[src/rtl/spi_ram_ctrl_pkg.sv]
// Shared types and constants for the SPI slave RAM controller.
package spi_ram_ctrl_pkg;

   typedef enum logic [2:0] {
      ST_IDLE,
      ST_CHK_CMD,
      ST_WRITE,
      ST_READ_ADD,
      ST_READ_DATA,
      ST_WAIT_TX,
      ST_SHIFT_OUT,
      ST_DONE
   } state_t;

   localparam logic [1:0] CMD_WR_ADDR = 2'b00;
   localparam logic [1:0] CMD_WR_DATA = 2'b01;
   localparam logic [1:0] CMD_RD_ADDR = 2'b10;
   localparam logic [1:0] CMD_RD_DATA = 2'b11;

   function automatic int frame_w(input int addr_size);
      return addr_size + 2;
   endfunction

endpackage

[src/rtl/spi_tx_serializer.sv]
// Latches one RAM read word and shifts it out MSB first on a registered miso.
module spi_tx_serializer #(
   parameter int W = 8
) (
   input  logic         clk,
   input  logic         rst,
   input  logic         load,
   input  logic         shift,
   input  logic [W-1:0] din,
   output logic         miso,
   output logic         done
);

   localparam int CNT_W = (W > 1) ? $clog2(W) : 1;
   localparam logic [CNT_W-1:0] LAST = CNT_W'(W - 1);

   logic [W-1:0]     shreg_reg;
   logic [CNT_W-1:0] cnt_reg;
   logic             miso_reg;

   // miso is forced low whenever the controller is not actively shifting
   always_ff @(posedge clk or posedge rst) begin
      if (rst) begin
         shreg_reg <= '0;
         cnt_reg   <= '0;
         miso_reg  <= 1'b0;
      end else if (load) begin
         shreg_reg <= din;
         cnt_reg   <= '0;
         miso_reg  <= 1'b0;
      end else if (shift) begin
         miso_reg  <= shreg_reg[W-1];
         shreg_reg <= {shreg_reg[W-2:0], 1'b0};
         cnt_reg   <= cnt_reg + 1'b1;
      end else begin
         miso_reg  <= 1'b0;
      end
   end

   assign miso = miso_reg;
   assign done = shift && (cnt_reg == LAST);

endmodule

[src/rtl/spi_slave_ram_ctrl.sv]
// SPI slave front-end: deserialises MOSI frames for the RAM and serialises
// the RAM read response back onto MISO.
module spi_slave_ram_ctrl
   import spi_ram_ctrl_pkg::*;
#(
   parameter int ADDR_SIZE  = 8,
   parameter int TX_TIMEOUT = 15
) (
   input  logic                 clk,
   input  logic                 rst,
   input  logic                 ss_n,
   input  logic                 mosi,
   output logic                 miso,
   output logic [ADDR_SIZE+1:0] rx_data,
   output logic                 rx_valid,
   input  logic [ADDR_SIZE-1:0] tx_data,
   input  logic                 tx_valid
);

   localparam int FRAME_W = frame_w(ADDR_SIZE);
   localparam int CNT_W   = $clog2(FRAME_W);
   localparam int TMO_W   = $clog2(TX_TIMEOUT + 1);
   localparam logic [CNT_W-1:0] LAST_BIT = CNT_W'(FRAME_W - 1);
   localparam logic [TMO_W-1:0] TMO_LAST = TMO_W'(TX_TIMEOUT - 1);

   state_t               state_reg, state_next;
   logic [CNT_W-1:0]     bit_cnt_reg, bit_cnt_next;
   logic [TMO_W-1:0]     tmo_reg, tmo_next;
   logic [FRAME_W-1:0]   shreg_reg, shreg_next;
   logic [FRAME_W-1:0]   rx_data_reg, rx_data_next;
   logic                 rx_valid_reg, rx_valid_next;
   logic                 rd_addr_seen_reg, rd_addr_seen_next;
   logic [FRAME_W-1:0]   frame;
   logic                 ser_load, ser_shift, ser_done;

   assign frame = {shreg_reg[FRAME_W-2:0], mosi};

   always_ff @(posedge clk or posedge rst) begin
      if (rst) begin
         state_reg        <= ST_IDLE;
         bit_cnt_reg      <= '0;
         tmo_reg          <= '0;
         shreg_reg        <= '0;
         rx_data_reg      <= '0;
         rx_valid_reg     <= 1'b0;
         rd_addr_seen_reg <= 1'b0;
      end else begin
         state_reg        <= state_next;
         bit_cnt_reg      <= bit_cnt_next;
         tmo_reg          <= tmo_next;
         shreg_reg        <= shreg_next;
         rx_data_reg      <= rx_data_next;
         rx_valid_reg     <= rx_valid_next;
         rd_addr_seen_reg <= rd_addr_seen_next;
      end
   end

   always_comb begin
      state_next        = state_reg;
      bit_cnt_next      = bit_cnt_reg;
      tmo_next          = tmo_reg;
      shreg_next        = shreg_reg;
      rx_data_next      = rx_data_reg;
      rx_valid_next     = 1'b0;
      rd_addr_seen_next = rd_addr_seen_reg;
      ser_load          = 1'b0;
      ser_shift         = 1'b0;

      // Deselect wins over everything, including the last bit of a frame
      if (state_reg != ST_IDLE && ss_n) begin
         state_next   = ST_IDLE;
         bit_cnt_next = '0;
         tmo_next     = '0;
      end else begin
         case (state_reg)
            ST_IDLE: begin
               bit_cnt_next = '0;
               tmo_next     = '0;
               if (!ss_n)
                  state_next = ST_CHK_CMD;
            end
            ST_CHK_CMD: begin
               shreg_next   = {{(FRAME_W-1){1'b0}}, mosi};
               bit_cnt_next = CNT_W'(1);
               if (mosi == CMD_WR_ADDR[1])
                  state_next = ST_WRITE;
               else if (rd_addr_seen_reg)
                  state_next = ST_READ_DATA;
               else
                  state_next = ST_READ_ADD;
            end
            ST_WRITE, ST_READ_ADD, ST_READ_DATA: begin
               shreg_next = frame;
               if (bit_cnt_reg == LAST_BIT) begin
                  rx_data_next  = frame;
                  rx_valid_next = 1'b1;
                  bit_cnt_next  = '0;
                  if (state_reg == ST_READ_DATA) begin
                     rd_addr_seen_next = 1'b0;
                     tmo_next          = '0;
                     state_next        = ST_WAIT_TX;
                  end else begin
                     if (state_reg == ST_READ_ADD)
                        rd_addr_seen_next = 1'b1;
                     state_next = ST_DONE;
                  end
               end else begin
                  bit_cnt_next = bit_cnt_reg + 1'b1;
               end
            end
            ST_WAIT_TX: begin
               if (tx_valid) begin
                  ser_load   = 1'b1;
                  tmo_next   = '0;
                  state_next = ST_SHIFT_OUT;
               end else if (tmo_reg == TMO_LAST) begin
                  tmo_next   = '0;
                  state_next = ST_DONE;
               end else begin
                  tmo_next = tmo_reg + 1'b1;
               end
            end
            ST_SHIFT_OUT: begin
               ser_shift = 1'b1;
               if (ser_done)
                  state_next = ST_DONE;
            end
            ST_DONE: begin
               state_next = ST_DONE;
            end
            default: begin
               state_next = ST_IDLE;
            end
         endcase
      end
   end

   spi_tx_serializer #(
      .W(ADDR_SIZE)
   ) u_tx_serializer (
      .clk   (clk),
      .rst   (rst),
      .load  (ser_load),
      .shift (ser_shift),
      .din   (tx_data),
      .miso  (miso),
      .done  (ser_done)
   );

   assign rx_data  = rx_data_reg;
   assign rx_valid = rx_valid_reg;

endmodule

[config.mk]
export PLATFORM = sky130hd
export DESIGN_NAME = spi_slave_ram_ctrl
export DESIGN_NICKNAME = d
export VERILOG_FILES = /design/src/rtl/spi_ram_ctrl_pkg.sv /design/src/rtl/spi_tx_serializer.sv /design/src/rtl/spi_slave_ram_ctrl.sv
export SDC_FILE = /design/constraint.sdc
export NUM_CORES = 1
export LEC_CHECK = 0
export CAP_MARGIN = 15
export CORE_AREA = 2 2 98 100
export CTS_BUF_LIST = sky130_fd_sc_hd__clkbuf_8
export DETAILED_ROUTE_END_ITERATION = 8
export DIE_AREA = 0 0 100 102
export DONT_BUFFER_PORTS = 1
export PLACE_DENSITY = 0.38
export SYNTH_ARGS = -nofsm -noshare
export SYNTH_HDL_FRONTEND = slang
export SYNTH_SLANG_ARGS = --single-unit
[constraint.sdc]
create_clock -name clk -period 2 [get_ports clk]
set_input_delay 0.2 -clock clk [delete_from_list [all_inputs] [get_ports clk]]
set_output_delay 0.2 -clock clk [all_outputs]
set_load 0.005 [all_outputs]
==> key figures <==
Status
  • Outcome: complete, no violations

Clock tree
  • Post-CTS sizing: 0
  • # clock sinks: 44
  • Clock transition at path regs: 0.09 ns
  • H-Tree Level Count: 2
  • CTS tree: built
  • CTS Root Cell: clkbuf_8
  • Post-CTS Setup Repair Bufs: 0
  • CTS buffer count: 5
  • Clk_lat worst skew: 0.30 ns
  • Clock Path Buffers: 2

STA
  • Rel. slew slack: 59.5%
  • Minimum clock period: 1.68 ns
  • Slew Viols, Final: 0
  • Final setup fails: 0
  • RSZ-0062 raised after global routing: false
  • Fmax: 595 MHz
  • Final clock skew: 0.00997 ns
  • Final worst-path cycle share: 84.1%
  • Final Hold Viols: 0
  • Setup_tns: 0 ns
  • Worst Max-Slew Pin Slew: 0.606 ns

Hold path
  • Worst hold stages: 2
  • Hold Path End: u_tx_serializer.shreg_reg[0]$_DFFE_PP0P_
  • Hold WC Path Type: primary input to flop
  • Hold path start: tx_data[0]

Die
  • Chip width: 100 um
  • Core Box Area: 9110 um2
  • Die area: 10200 um2
  • Die height: 102 um
  • Num ports: 25
  • # rows: 35
  • Initial core utilization: 24.5%

Worst setup path
  • CP Max Fanout: 11
  • Critical Path End Type: flop
  • CP Data Arrival Time: 1.86 ns
  • Crit path launch type: flop
  • R2R Path End: rx_data[1]$_DFFE_PP0P_
  • Worst r2r src: bit_cnt_reg[1]$_DFFE_PP0P_
  • Worst R2R Setup Slack: 0.32 ns
  • R2R depth: 6
  • Critical path type: flop to flop
  • CP required: 2.18 ns

Synth
  • Post-synthesis instance total: 209
  • Synth Area in XOR/XNOR: 0.783%
  • Synth cell types: 43
  • Main synth FF type: dfrtp_1
  • Synth top area share: 49.2%
  • Mapped Avg Cell Area: 10.7 um2
  • Largest cells by area after synthesis: dfrtp_1, a221oi_1, mux2_4, nand2_1, mux2i_1
  • Adder-cell share of the synthesized area: 3.36%
  • Top cells by count, synth: dfrtp_1, nand2_1, a221oi_1, o21ai_0
  • Number of synthesized flops with an enable pin: 0
  • Mapped Nets: 228
  • Mux share of post-synthesis cell area: 10.6%
  • Synth Area in Simple Gates: 13.8%
  • Sequential area share after synthesis: 49.2%
  • Largest area contributor in the netlist: dfrtp_1
  • #FFs+latches synth: 44
  • Most common cell in the synthesized netlist: dfrtp_1
  • Main combinational cell family by area after synthesis: compound AO/OA/AOI/OAI gates
  • Yosys warns: 0
  • Compound-Gate Fraction of Synth Area: 17.6%
  • Ys async rst share: 100%
  • Post-synthesis cell area: 2240 um2

Placed design
  • I/O Buffers: 0
  • DP Wirelength: 3280 um
  • Placer Congestion: 0.789
  • Placed cells: 318

Global route
  • Antenna violations before repair: 0
  • GRT Overall Usage: 10.4%
  • Grt ovf: 0
  • First-pass GRT wire length: 8370 um
  • Vias in the first global route: 1624
  • Largest net degree at the start of global routing: 24

Detailed routing
  • Initial drt markers: 102
  • Avg WL per Cell: 14.9 um
  • Drt via density: 4.87
  • Vias: 1594
  • Total Wirelength: 4870 um
  • Drt drc: 0
  • DR pass1 iterations: 4
  • Post-route antenna net violation count: 0

Run
  • Total of max-cap violations: 0

Cells and area
  • Nets@finish: 235
  • Max reg flops: 10
  • Area added between synthesis and finish: 14.2%
  • Final cell count without fillers: 327
  • Share of layout cells above drive strength 1: 17.1%
  • Diode count: 0

Pwr
  • Pwr Total: 2620 uW
  • Worst vdd ir: 0.354 mV
  • Leak Pwr: 0.00114 uW
  • Pwr per Cell Area: 1020 nW/um2
## cell usage in the layout (no fill, tap or decap), types with 2 or more instances in the layout
master / synthesis / layout
a211oi_1: 3 / 3
a21o_1: 3 / 3
a21oi_1: 6 / 6
a221oi_1: 17 / 17
a31oi_1: 4 / 4
buf_4: 1 / 12
bufinv_16: 0 / 2
clkbuf_8: 0 / 5
dfrtp_1: 44 / 44
dlygate4sd3_1: 0 / 2
ha_1: 6 / 6
inv_1: 6 / 5
mux2_2: 2 / 2
mux2_4: 9 / 9
mux2i_1: 8 / 8
nand2_1: 22 / 22
nand2b_1: 3 / 3
nand3_1: 7 / 7
nand3b_1: 2 / 2
nor2_1: 9 / 9
nor2b_1: 3 / 3
nor3_1: 3 / 3
o21ai_0: 13 / 13
o21ai_1: 3 / 3
o22ai_1: 2 / 2
or2_2: 2 / 2
xnor2_1: 2 / 2
## worst max-delay path by stage
stage	startpoint	to	slack, ns	cells after the start
after floorplan	state_reg[0]$_DFFE_PP0P_	rx_data[0]$_DFFE_PP0P_	0.30	6
after global placement	state_reg[1]$_DFFE_PP0P_	rx_data[8]$_DFFE_PP0P_	0.36	4
after detailed placement	state_reg[1]$_DFFE_PP0P_	rx_data[1]$_DFFE_PP0P_	0.34	4
after CTS	bit_cnt_reg[1]$_DFFE_PP0P_	rx_data[1]$_DFFE_PP0P_	0.31	6
after global routing	bit_cnt_reg[1]$_DFFE_PP0P_	rx_data[1]$_DFFE_PP0P_	0.21	6
final	bit_cnt_reg[1]$_DFFE_PP0P_	rx_data[1]$_DFFE_PP0P_	0.32	6
## cell type report
cell class,count,area [um2]
sequential,44,1100
clock inverter,2,60.1
tap,111,139
fill,957,6560
multi-input combinational,144,1030
inverter,6,22.5
timing repair buffer,15,130
clock buffer,5,68.8
## per-stage QoR
| step | instance area (um2) | util [%] | hold WS [ns] | worst slack, ns |
|---|---|---|---|---|
| 6_report | 2550 | 28.0 | 0.0116 | 0.318 |
| 5_1_grt | 2550 | 28.0 | 0.0118 | 0.210 |
| 4_1_cts | 2550 | 28.0 | 0.00429 | 0.310 |
| 3_5_place_dp | 2400 | 26.4 | 0.162 | 0.339 |
| 3_3_place_gp | 2400 | 26.4 | 0.160 | 0.357 |
| 2_1_floorplan | 2240 | - | 0.305 | 0.300 |
## layer usage
metal / track usage [%] / vias to the layer above / share of wire (%)
met4: 3.16 / 0 / 0.78
met2: 16.8 / 40 / 47
met1: 13.8 / 777 / 47
met3: 2.67 / 2 / 5.1
li1: - / 775 / -
met5: 0 / - / 0
## worst max-delay path, stage by stage (launching register included)
cell,delay [ns]
dfrtp_1,0.42
inv_1,0.08
ha_1,0.16
nand3b_1,0.12
nor2_1,0.23
nand2b_4,0.20
mux2_4,0.34
## kinds of logic (layout without fill, tap and decap cells)
kind of cell / count (synthesis) / in the layout
compound gates: 57 / 57
fa+ha+maj: 6 / 6
flops: 44 / 44
simple gates: 60 / 60
buf+inv: 21 / 28
xor+xnor: 2 / 2
mux: 19 / 19
## where the power goes
group	switching (uW)	internal, uW
combinational	280	265
clock	310	492
sequential	191	1080
total	780	1840
## what timing repair did
action	CTS	global route
endpoints found under the setup margin	0	0
hold buffers	2	0
hold endpoints to repair	26	0
No activity file was read; power rests on OpenSTA's default activity.
